[src/rtl/fetch_pkg.sv]
// Shared types and constants for the instruction fetch stage.
// Optional feature macro: FETCH_PERF_CNT_EN (performance counters in fetch_unit).
package fetch_pkg;

  // Fetch sequencer states
  typedef enum logic [1:0] {
    FETCH   = 2'd0,
    WAIT    = 2'd1,
    DISCARD = 2'd2
  } fetch_state_e;

  // Sequential fetch step and architectural PC read offset
  localparam int PC_INCR        = 4;
  localparam int PC_READ_OFFSET = 8;

  // Instruction field positions consumed by control_unit
  localparam int COND_MSB  = 31;
  localparam int COND_W    = 4;
  localparam int OP_MSB    = 27;
  localparam int OP_W      = 2;
  localparam int FUNCT_MSB = 25;
  localparam int FUNCT_W   = 6;
  localparam int RD_MSB    = 15;
  localparam int RD_W      = 4;

endpackage

[src/rtl/fetch_fifo.sv]
// Small synchronous FIFO buffering fetched {instruction, address} entries.
// A clear request empties the buffer and takes priority over push and pop.
module fetch_fifo #(
  parameter  int WIDTH = 64,
  parameter  int DEPTH = 2,
  localparam int CNT_W = $clog2(DEPTH) + 1
) (
  input  logic             clk,
  input  logic             rst,
  input  logic             push,
  input  logic             pop,
  input  logic             clear,
  input  logic [WIDTH-1:0] wdata,
  output logic [WIDTH-1:0] rdata,
  output logic             empty,
  output logic             full,
  output logic [CNT_W-1:0] count
);

  localparam int PTR_W = $clog2(DEPTH);

  logic [WIDTH-1:0] mem [DEPTH];
  logic [PTR_W-1:0] wr_ptr;
  logic [PTR_W-1:0] rd_ptr;
  logic             do_push;
  logic             do_pop;

  assign do_push = push && !full && !clear;
  assign do_pop  = pop && !empty && !clear;
  assign empty   = (count == '0);
  assign full    = (count == CNT_W'(DEPTH));
  assign rdata   = mem[rd_ptr];

  // Storage array; data needs no reset because count gates visibility
  always_ff @(posedge clk) begin
    if (do_push) begin
      mem[wr_ptr] <= wdata;
    end
  end

  // Pointer and occupancy bookkeeping; clear behaves like reset
  always_ff @(posedge clk) begin
    if (rst || clear) begin
      wr_ptr <= '0;
      rd_ptr <= '0;
      count  <= '0;
    end else begin
      if (do_push) begin
        wr_ptr <= wr_ptr + PTR_W'(1);
      end
      if (do_pop) begin
        rd_ptr <= rd_ptr + PTR_W'(1);
      end
      case ({do_push, do_pop})
        2'b10:   count <= count + CNT_W'(1);
        2'b01:   count <= count - CNT_W'(1);
        default: count <= count;
      endcase
    end
  end

endmodule

[src/rtl/fetch_unit.sv]
// Instruction fetch stage: owns the PC, issues single-outstanding word reads,
// buffers returned words and presents the head instruction split into fields.
// Optional feature macro: FETCH_PERF_CNT_EN adds fetched_cnt / flushed_cnt.
module fetch_unit
  import fetch_pkg::*;
#(
  parameter int                ADDR_W     = 32,
  parameter int                FIFO_DEPTH = 2,
  parameter logic [ADDR_W-1:0] RESET_PC   = '0
) (
  input  logic              clk,
  input  logic              rst,
  output logic              imem_req,
  output logic [ADDR_W-1:0] imem_addr,
  input  logic [31:0]       imem_rdata,
  input  logic              imem_valid,
  input  logic              pc_src,
  input  logic [ADDR_W-1:0] branch_target,
  output logic              instr_valid,
  input  logic              instr_ready,
  output logic [31:0]       instr,
  output logic [ADDR_W-1:0] instr_pc8,
  output logic [3:0]        cond,
  output logic [1:0]        op,
  output logic [5:0]        funct,
  output logic [3:0]        rd
`ifdef FETCH_PERF_CNT_EN
  ,
  output logic [31:0]       fetched_cnt,
  output logic [31:0]       flushed_cnt
`endif
);

  localparam int                ENTRY_W    = 32 + ADDR_W;
  localparam int                CNT_W      = $clog2(FIFO_DEPTH) + 1;
  localparam logic [ADDR_W-1:0] ALIGN_MASK = ~ADDR_W'(3);

  fetch_state_e       state;
  fetch_state_e       next_state;
  logic [ADDR_W-1:0]  fetch_pc;
  logic [ADDR_W-1:0]  next_pc;
  logic [ADDR_W-1:0]  redirect_pc;
  logic [ADDR_W-1:0]  head_pc;
  logic               fifo_push;
  logic               fifo_pop;
  logic [ENTRY_W-1:0] fifo_rdata;
  logic               fifo_empty;
  logic               fifo_full;
  logic [CNT_W-1:0]   fifo_count;

  assign redirect_pc = branch_target & ALIGN_MASK;
  assign imem_addr   = fetch_pc;
  assign fifo_pop    = instr_valid && instr_ready && !pc_src;

  fetch_fifo #(
    .WIDTH (ENTRY_W),
    .DEPTH (FIFO_DEPTH)
  ) u_fifo (
    .clk   (clk),
    .rst   (rst),
    .push  (fifo_push),
    .pop   (fifo_pop),
    .clear (pc_src),
    .wdata ({imem_rdata, fetch_pc}),
    .rdata (fifo_rdata),
    .empty (fifo_empty),
    .full  (fifo_full),
    .count (fifo_count)
  );

  // Head entry drives decode directly, split into control_unit fields
  assign instr_valid = !fifo_empty;
  assign instr       = fifo_rdata[ENTRY_W-1:ADDR_W];
  assign head_pc     = fifo_rdata[ADDR_W-1:0];
  assign instr_pc8   = head_pc + ADDR_W'(PC_READ_OFFSET);
  assign cond        = instr[COND_MSB -: COND_W];
  assign op          = instr[OP_MSB -: OP_W];
  assign funct       = instr[FUNCT_MSB -: FUNCT_W];
  assign rd          = instr[RD_MSB -: RD_W];

  // Sequencer: a redirect beats push, pop and request; a response still in
  // flight during a redirect is parked in DISCARD so it cannot be mistaken
  // for the first word at the new target
  always_comb begin
    next_state = state;
    next_pc    = fetch_pc;
    imem_req   = 1'b0;
    fifo_push  = 1'b0;
    if (rst) begin
      next_state = FETCH;
    end else if (pc_src) begin
      next_pc = redirect_pc;
      case (state)
        FETCH:   next_state = FETCH;
        WAIT:    next_state = imem_valid ? FETCH : DISCARD;
        DISCARD: next_state = imem_valid ? FETCH : DISCARD;
        default: next_state = FETCH;
      endcase
    end else begin
      case (state)
        FETCH: begin
          if (fifo_count < CNT_W'(FIFO_DEPTH)) begin
            imem_req   = 1'b1;
            next_state = WAIT;
          end
        end
        WAIT: begin
          if (imem_valid) begin
            fifo_push  = !fifo_full;
            next_pc    = fetch_pc + ADDR_W'(PC_INCR);
            next_state = FETCH;
          end
        end
        DISCARD: begin
          if (imem_valid) begin
            next_state = FETCH;
          end
        end
        default: next_state = FETCH;
      endcase
    end
  end

  // State and PC registers
  always_ff @(posedge clk) begin
    if (rst) begin
      state    <= FETCH;
      fetch_pc <= RESET_PC;
    end else begin
      state    <= next_state;
      fetch_pc <= next_pc;
    end
  end

`ifdef FETCH_PERF_CNT_EN
  logic        dropped_resp;
  logic [32:0] flush_sum;

  assign dropped_resp = pc_src && (state == WAIT) && imem_valid;
  assign flush_sum    = {1'b0, flushed_cnt} + 33'(fifo_count) + 33'(dropped_resp);

  // Saturating counters of delivered and flushed instructions
  always_ff @(posedge clk) begin
    if (rst) begin
      fetched_cnt <= '0;
      flushed_cnt <= '0;
    end else begin
      if (fifo_push && (fetched_cnt != '1)) begin
        fetched_cnt <= fetched_cnt + 32'd1;
      end
      if (pc_src) begin
        flushed_cnt <= flush_sum[32] ? '1 : flush_sum[31:0];
      end
    end
  end
`endif

endmodule

[config.mk]
export PLATFORM = sky130hd
export DESIGN_NAME = fetch_unit
export DESIGN_NICKNAME = d
export VERILOG_FILES = /design/src/rtl/fetch_pkg.sv /design/src/rtl/fetch_fifo.sv /design/src/rtl/fetch_unit.sv
export SDC_FILE = /design/constraint.sdc
export NUM_CORES = 1
export LEC_CHECK = 0
export CORE_ASPECT_RATIO = 0.7
export CORE_MARGIN = 2
export CORE_UTILIZATION = 30
export DETAILED_ROUTE_END_ITERATION = 10
export GPL_ROUTABILITY_DRIVEN = 0
export PLACE_DENSITY_LB_ADDON = 0.05
export SYNTH_ARGS = -nofsm -noshare
export SYNTH_HDL_FRONTEND = slang
export SYNTH_SLANG_ARGS = --single-unit
[constraint.sdc]
create_clock -name clk -period 8.3 [get_ports clk]
set_input_delay 1.245 -clock clk [delete_from_list [all_inputs] [get_ports clk]]
set_output_delay 1.245 -clock clk [all_outputs]
set_load 0.005 [all_outputs]
==> flow_summary.yaml <==
route:
  routedWlPerCell_um: 17.0
  num_vias: 4913
  drc: 0
  ant_nets: 0
  avgViaCountPerCell: 4.55
  drtPass1Iterations: 4
  drtIter0Drc: 262
  wl_mm: 18.3
worst_setup_path:
  r2r-start: "state[1]"
  worstPathRequired_ns: 7.05
  r2r_end: "u_fifo.mem[0][5]"
  arrival_ns: 4.32
  critical_path_class: "reg -> out"
  cp-end-kind: "output port"
  r2r_cells: 7
  worst-path-max-fanout: 49
  start_kind: "flip-flop"
  reg2reg_setup_slack_ns: 5.23
pwr:
  power_leakage_nw: 3.34
  powerDensity_nw_per_um2: 182
  vdd_drop_max_v: 0.000145
  p_total_mw: 1.82
clock_tree:
  cts_setup_buffers: 0
  hold_buffers: 0
  ctsHtreeMaxLevel: 4
  cts_root_buf: "clkbuf_16"
  clockBufferDepth: 2
  clock-sinks: 161
  clkTransAtPathRegs_ns: 0.07
  cts_tree: "built"
  numCtsBuffers: 17
  cts_resized: 0
  clk_latency_ns: 0.43
timing:
  grt_setup_unrepaired: "false"
  finalHoldViolCount: 0
  slew_headroom: 0.282
  fin_crit_ns: 5.56
  tightest_slew_ns: 1.07
  slew_violations: 0
  fin_setup_tns_ns: 0
  finalCritPeriodShare: 0.670
  fmax_ghz: 0.180
  fin_skew_ns: 0.00887
  setup_viol: 0
floorplan:
  start_util: 0.302
  ios: 183
  rows: 48
  core_um2: 24400
  dieArea_um2: 25900
  fp.dieH_um: 135
  die_w_um: 192
yosys:
  synth_edf_count: 124
  synthArstFlopShare: 0
  synth.yosys.seq_area_share: 0.604
  synth-main-ff-cell: "edfxtp_1"
  synthDistinctLibCells: 46
  yosysWarningCount: 0
  synthCells: 580
  synth_area_um2: 7390
  ys_ff_latch: 161
  synth.avg_cell_area_um2: 12.7
global_routing:
  grt_max_degree: 50
  grt_pass1_wl_mm: 27.6
  grt_pass1_vias: 4811
  grt_overflow_total: 0
  grt.total_usage: 0.144
  antenna_found_initial: 0
final_layout:
  area_growth_pct: 35.0
  drive_gt1_frac: 0.114
  nFillCells: 2317
  seq_area_um2: 4470
  multi_input_area_um2: 2650
  final_common_cell: "clkdlybuf4s50_1"
  final_nets: 815
  layout_common_cells: "176 x clkdlybuf4s50_1, 124 x edfxtp_1, 49 x nor2_1"
  antennaDiodeCount: 0
place:
  port_buffers: 176
  dpl.hpwl_mm: 13.4
hold_path:
  min_to: "state[1]"
  holdCritStartpoint: "state[1]"
  holdPathStages: 2
  hold_path_class: "reg -> reg"
run_status:
  status: "finished, final reports clean"
run:
  max_cap_viol_count: 0
-- area by class of cell --
cell class	instances	share of cell area
Clock inverter	14	0.0162
Multi-Input combinational cell	368	0.265
Clock buffer	18	0.0451
Tap cell	325	0.0408
Inverter	12	0.00451
Timing Repair Buffer	181	0.180
Sequential cell	161	0.448
-- per-layer routing --
layer,track usage,vias to the layer above,wire length [um],share of wire
li1,-,2400,-,-
met4,0.0406,0,156,0.0085
met3,0.0464,12,1020,0.056
met1,0.216,2348,9740,0.53
met5,0,-,0,0
met2,0.195,153,7420,0.40
-- power breakdown --
part / internal (mW) / leakage (nW) / total, mW / switching, mW
clock network: 0.470 / 0.301 / 0.809 / 0.338
registers: 0.879 / 1.43 / 0.902 / 0.0229
logic: 0.0656 / 1.61 / 0.106 / 0.0400
total: 1.42 / 3.34 / 1.82 / 0.401
-- cell families (layout without fill, tap and decap cells) --
logic type	count (synthesis)	in the layout	share of synthesized area
and+or+nand+nor	180	180	0.127
muxes	77	77	0.110
adders and majority gates	5	5	0.00847
DFF	161	161	0.604
other	1	4	0.000507
AOI/OAI and AO/OA	37	37	0.0313
buffers and inverters	54	225	0.0413
xor gates and xnor gates	65	65	0.0770
-- critical path: stages, from the launching register on --
cell and delay [ns]:
dfxtp_4 0.70, buf_4 0.62, mux2_2 0.29, ha_1 0.17, inv_1 0.07, a211oi_2 0.32, nand2_1 0.16, or3_1 0.55
nor3_2 0.25, xnor2_1 0.14, clkdlybuf4s50_1 0.54
-- Yosys cell counts, types with 4 or more instances --
master / count / area [um2]
buf_4: 20 / 150
buf_2: 4 / 20.0
and4_1: 6 / 52.6
ha_1: 5 / 62.6
mux2i_1: 41 / 410
or3_1: 4 / 25.0
clkbuf_1: 10 / 37.5
xor2_1: 44 / 385
edfxtp_1: 124 / 3720
buf_1: 5 / 18.8
nor2_1: 51 / 191
nand3_1: 27 / 135
nor3_1: 8 / 40.0
a211oi_1: 4 / 30.0
mux2_2: 36 / 405
o21ai_0: 5 / 25.0
a21oi_1: 18 / 90.1
xnor2_1: 21 / 184
nand4_1: 13 / 81.3
inv_1: 12 / 45.0
nor4_1: 6 / 37.5
dfxtp_1: 37 / 741
nand2_1: 43 / 161
-- sequential cells by signal (all words and copies together), names as in the netlist, named ones only --
| signal | cells |
|---|---|
| state | 2 |
| u_fifo.count | 2 |
| u_fifo.mem | 124 |
| u_fifo.wr_ptr | 1 |
| u_fifo.rd_ptr | 1 |
| imem_addr | 30 |
-- worst max path at each step --
stage / from / end / slack (ns) / depth (start not counted)
2_1_floorplan: pc_src / u_fifo.mem[0][10] / 3.23 / 5
3_3_place_gp: flip-flop / instr_pc8[31] / 3.16 / 10
3_5_place_dp: flip-flop / instr_pc8[27] / 3.12 / 10
4_1_cts: flip-flop / instr_pc8[27] / 2.63 / 10
5_1_grt: flip-flop / instr_pc8[27] / 2.40 / 10
6_report: flip-flop / instr_pc8[27] / 2.74 / 10
-- stage by stage --
step	hold WS, ns	cell area, um2	setup slack, ns	instances	util
2_1_floorplan	0.461	7400	3.23	583	-
4_1_cts	0.521	9980	2.63	1079	0.408
6_report	0.524	9980	2.74	1079	0.408
3_5_place_dp	0.507	9370	3.12	1047	0.383
5_1_grt	0.557	9980	2.40	1079	0.408
3_3_place_gp	0.480	9370	3.16	1047	0.383
(Power assumes the default switching activity.)
==> RTL change 1, RTL diff (same flow settings) <==
Register the input `branch_target` before use, without a reset. The logic sees it one clock later. The other inputs are not delayed to match.
--- a/src/rtl/fetch_unit.sv
+++ b/src/rtl/fetch_unit.sv
@@ -35,6 +35,12 @@
   localparam int                CNT_W      = $clog2(FIFO_DEPTH) + 1;
   localparam logic [ADDR_W-1:0] ALIGN_MASK = ~ADDR_W'(3);
 
+  logic [ADDR_W-1:0] branch_target_q;
+
+  always_ff @(posedge clk) begin
+    branch_target_q <= branch_target;
+  end
+
   fetch_state_e       state;
   fetch_state_e       next_state;
   logic [ADDR_W-1:0]  fetch_pc;
@@ -48,7 +54,7 @@
   logic               fifo_full;
   logic [CNT_W-1:0]   fifo_count;
 
-  assign redirect_pc = branch_target & ALIGN_MASK;
+  assign redirect_pc = branch_target_q & ALIGN_MASK;
   assign imem_addr   = fetch_pc;
   assign fifo_pop    = instr_valid && instr_ready && !pc_src;
 
Behaviour: not the same (a bounded check fails within 4 cycles, from zero or initial values and one cycle with rst high).
==> RTL change 1 against the original RTL <==
Maximum frequency up 6.7%. Total power rose by 11%. Sequential cell count grew 30. Routed wire length up 2.4%. Worst setup slack gained 0.35 ns. Cell area grew 7.1%. Critical path depth rose by 1. Clock power up 6.4%. Die area grew 9.0%. Core utilization decreased by 0.62 points. Synthesized area up 9.2%. Largest cell class unchanged. Largest power group unchanged.
==> RTL change 1: results <==
metrics = {
    "yosys": {
        "synth_top_cells_by_area": "edfxtp_1 46%, dfxtp_1 17%, mux2_2 5.2%",
        "yosysWarnings": 0,
        "synth_async_sr_flop_share": 0,
        "synth_edf_count": 124,
        "synth.lib_cells_used.distinct": 58,
        "yosysSeqAreaShare": 0.628,
        "cells_after_synth": 610,
        "synth_commonest_cells": "124 x edfxtp_1, 67 x dfxtp_1, 56 x nor2_1, 41 x xor2_1, 37 x mux2_2",
    },
    "critical_path": {
        "timing.critical_path.fanout_max": 59,
        "crit_arrival_ns": 3.97,
        "max_stage_delay_cell_worst_path": "buf_4",
        "timing.critical_path.slowest_cell_delay_ns": 0.68,
    },
    "placement": {
        "placed_cells": 1113,
        "dpl.hpwl_microns": 13100,
        "count_of_buffers_inserted_at_the_top_level_ports": 176,
    },
    "global_route": {
        "grt_pass1_wl_microns": 28600,
        "grt_start_max_net_pins": 63,
        "vias_in_the_first_global_route": 5134,
        "grt.total_usage": 0.135,
        "initial_antenna_violation_count": 0,
    },
    "final_layout": {
        "num_antenna_cells": 0,
        "layout.nets": 842,
        "nFillCells": 2543,
        "max_flop_register": "u_fifo.mem",
        "proportion_of_layout_cells_with_a_drive_suffix_above_1": 0.119,
        "largest_reg_flops": 124,
    },
    "power": {
        "ir_drop_worst_case_vdd_mv": 0.134,
        "power_leakage_nw": 3.63,
        "cell_internal_pwr_mw": 1.59,
    },
    "clock_network": {
        "clock_h_tree_levels": 4,
        "worst_setup_hold_path_clk_slew_ns": 0.07,
        "clock_tree.root_cell": "clkbuf_16",
        "postCtsSetupRepairBufs": 0,
        "cts.repair.resized": 0,
        "cts.path.max_buffers": 2,
        "clock_insertion_delay_worst_skew_ns": 0.43,
        "cts_made_buffers": 17,
    },
    "sta": {
        "clock-skew-final_ns": 0.0123,
        "max-slew-margin-rel": 0.224,
    },
    "run_status": {
        "run_status": "completed",
    },
    "min_path": {
        "worst_min_path_class": "flop to flop",
    },
    "drt": {
        "first_pass_iters": 4,
        "routedWlPerCell_microns": 16.4,
        "route.final.wire_length_microns": 18800,
        "dr_total_vias": 5034,
        "drt-initial-drc-count": 245,
    },
}
[RTL change 1: final cells by class]
type	instances	area (sq um)	area share
timing repair buffer	180	1790	0.168
sequential	191	5070	0.474
clock buffer	21	526	0.0492
multi-input combinational	368	2700	0.253
tap	364	455	0.0426
inverter	10	37.5	0.00351
clock inverter	11	109	0.0102
[RTL change 1: power groups by stage]
stage	sequential, mW	combinational [mW]	clock, mW
6_report	1.05	0.106	0.861
5_1_grt	1.06	0.116	0.929
4_1_cts	1.05	0.107	0.890
3_5_place_dp	1.08	0.106	0
3_3_place_gp	1.07	0.104	0
2_1_floorplan	1.07	0.0388	0
[RTL change 1: path summary, 6_finish.rpt]
kind	from	slack, ns	cells after the start	endpoint
hold reg to reg	branch_target_q[9]	0.46	2	imem_addr[9]
setup / recovery	flop	3.09	11	instr_pc8[29]
setup reg to reg	state[1]	5.76	7	u_fifo.mem[0][35]
hold / removal	branch_target_q[9]	0.46	2	imem_addr[9]
[RTL change 1: per-layer routing]
metal | routed length, microns | up-vias | global-route usage
met4 | 255 | 0 | 0.0437
li1 | - | 2503 | -
met3 | 1140 | 17 | 0.0411
met5 | 0 | - | 0
met1 | 9540 | 2391 | 0.191
met2 | 7840 | 123 | 0.196
[RTL change 1: worst max-delay path: cells and delay by family, from the launching register on]
| family | cells | cell delay, ns |
|---|---|---|
| fa+ha+maj | 1 | 0.18 |
| mux | 1 | 0.19 |
| flops | 1 | 0.63 |
| xor+xnor | 1 | 0.28 |
| simple gates | 3 | 0.54 |
| buf+inv | 4 | 1.42 |
| compound gates | 1 | 0.27 |
[RTL change 1: stage by stage]
stage | setup slack [ns] | power (mW) | instance area [sq um] | hold slack (ns) | util
after floorplan | 3.23 | 1.11 | 8080 | 0.426 | -
after global placement | 3.44 | 1.18 | 10100 | 0.443 | 0.378
after detailed placement | 3.44 | 1.18 | 10100 | 0.451 | 0.378
after CTS | 2.97 | 2.05 | 10700 | 0.463 | 0.402
after global routing | 2.81 | 2.10 | 10700 | 0.481 | 0.402
final | 3.09 | 2.02 | 10700 | 0.461 | 0.402
[RTL change 1: cell families (layout without fill, tap and decap cells)]
logic type      count (synthesis)  after routing  synth area share
compound gates                 50             50            0.0426
xor+xnor                       62             62            0.0673
fa+ha+maj                       5              5           0.00775
buf+inv                        54            222            0.0411
flops                         191            191             0.628
mux                            69             69            0.0913
other cells                     1              4          0.000465
simple gates                  178            178             0.122
==> RTL change 2, RTL diff (same settings) <==
Made on the original files. Build with the macro `FETCH_PERF_CNT_EN` defined.
--- a/src/rtl/fetch_unit.sv
+++ b/src/rtl/fetch_unit.sv
@@ -1,6 +1,8 @@
 // Instruction fetch stage: owns the PC, issues single-outstanding word reads,
 // buffers returned words and presents the head instruction split into fields.
 // Optional feature macro: FETCH_PERF_CNT_EN adds fetched_cnt / flushed_cnt.
+`define FETCH_PERF_CNT_EN
+
 module fetch_unit
   import fetch_pkg::*;
 #(
Formal check against the unedited RTL (old outputs only; new: fetched_cnt and flushed_cnt): equivalent (Yosys induction, for registers that start in step).
==> RTL change 2 against the original RTL <==
Synthesized area grew 42%. Routed wire length increased by 55%. Total power is 37% higher. Sequential cell count is 64 higher. Cell area up 41%. Combinational power grew 11%. Register-to-register slack worse by 0.81 ns. Global-route usage increased by 1.1 points. Maximum frequency increased by 4.2%. Worst setup slack improved by 0.22 ns. Count of clock-buffer cells in the layout rose by 12. Largest power group unchanged.
==> RTL change 2: results <==
metrics = {
    "global_route": {
        "global_route.usage.met3": 0.0364,
        "grt_pass1_wl_microns": 43900,
        "vias_in_the_first_global_route": 7532,
        "grt_use_met2": 0.240,
        "initial_antenna_violation_count": 1,
        "grt_start_max_net_pins": 78,
    },
    "final_layout": {
        "num_antenna_cells": 1,
        "multi_input_comb_cells": 638,
        "final.clkbuf_count": 30,
        "combined_area_of_the_multi_input_logic_cells_sq_mm": 0.00433,
        "total_area_of_sequential_cells_sq_mm": 0.00575,
        "non_clock_buffer_count": 244,
    },
    "yosys": {
        "area_fraction_in_compound_gates_after_synthesis": 0.0509,
        "post_synth_xor_xnor_area": 0.0971,
        "yosysSeqAreaShare": 0.549,
        "post_synthesis_share_of_cell_area_spent_on_full_adders_half_adders_and_majority_gates": 0.0122,
        "synth_commonest_cells": "124 x edfxtp_1, 101 x dfxtp_1, 83 x nor2_1, 74 x xor2_1, 63 x nand2_1",
    },
    "critical_path": {
        "timing.critical_path.fanout_max": 67,
        "max_stage_delay_cell_worst_path": "buf_4",
    },
    "run_status": {
        "run_status": "completed",
    },
    "drt": {
        "met3RoutedLength_microns": 1570,
        "routedWlPerCell_microns": 17.2,
    },
    "placement": {
        "postPlaceCellArea_sq_mm": 0.0132,
    },
    "sta": {
        "worst-slew-pin-transition_ns": 0.989,
        "clock-skew-final_ns": 0.0127,
    },
}
[RTL change 2: critical path, delay by kind of cell (launching register included)]
| family | cells | cell delay (ns) |
|---|---|---|
| mux | 1 | 0.21 |
| simple gates | 3 | 0.89 |
| xor+xnor | 1 | 0.15 |
| compound gates | 1 | 0.46 |
| flops | 1 | 0.52 |
| buf+inv | 2 | 1.29 |
[RTL change 2: worst paths after layout]
| path | from | to | slack, ns | cells after the start |
|---|---|---|---|---|
| hold reg to reg | imem_addr[31] | u_fifo.mem[0][31] | 0.49 | 0 |
| setup reg to reg | state[1] | flushed_cnt[4] | 4.42 | 11 |
| setup / recovery | flop | instr_pc8[18] | 2.96 | 8 |
| hold / removal | imem_addr[31] | u_fifo.mem[0][31] | 0.49 | 0 |
[RTL change 2: power breakdown]
part / switching [mW] / total, mW / internal [mW]
Combinational: 0.0497 / 0.118 / 0.0682
Sequential: 0.0210 / 1.21 / 1.19
Clock: 0.461 / 1.15 / 0.693
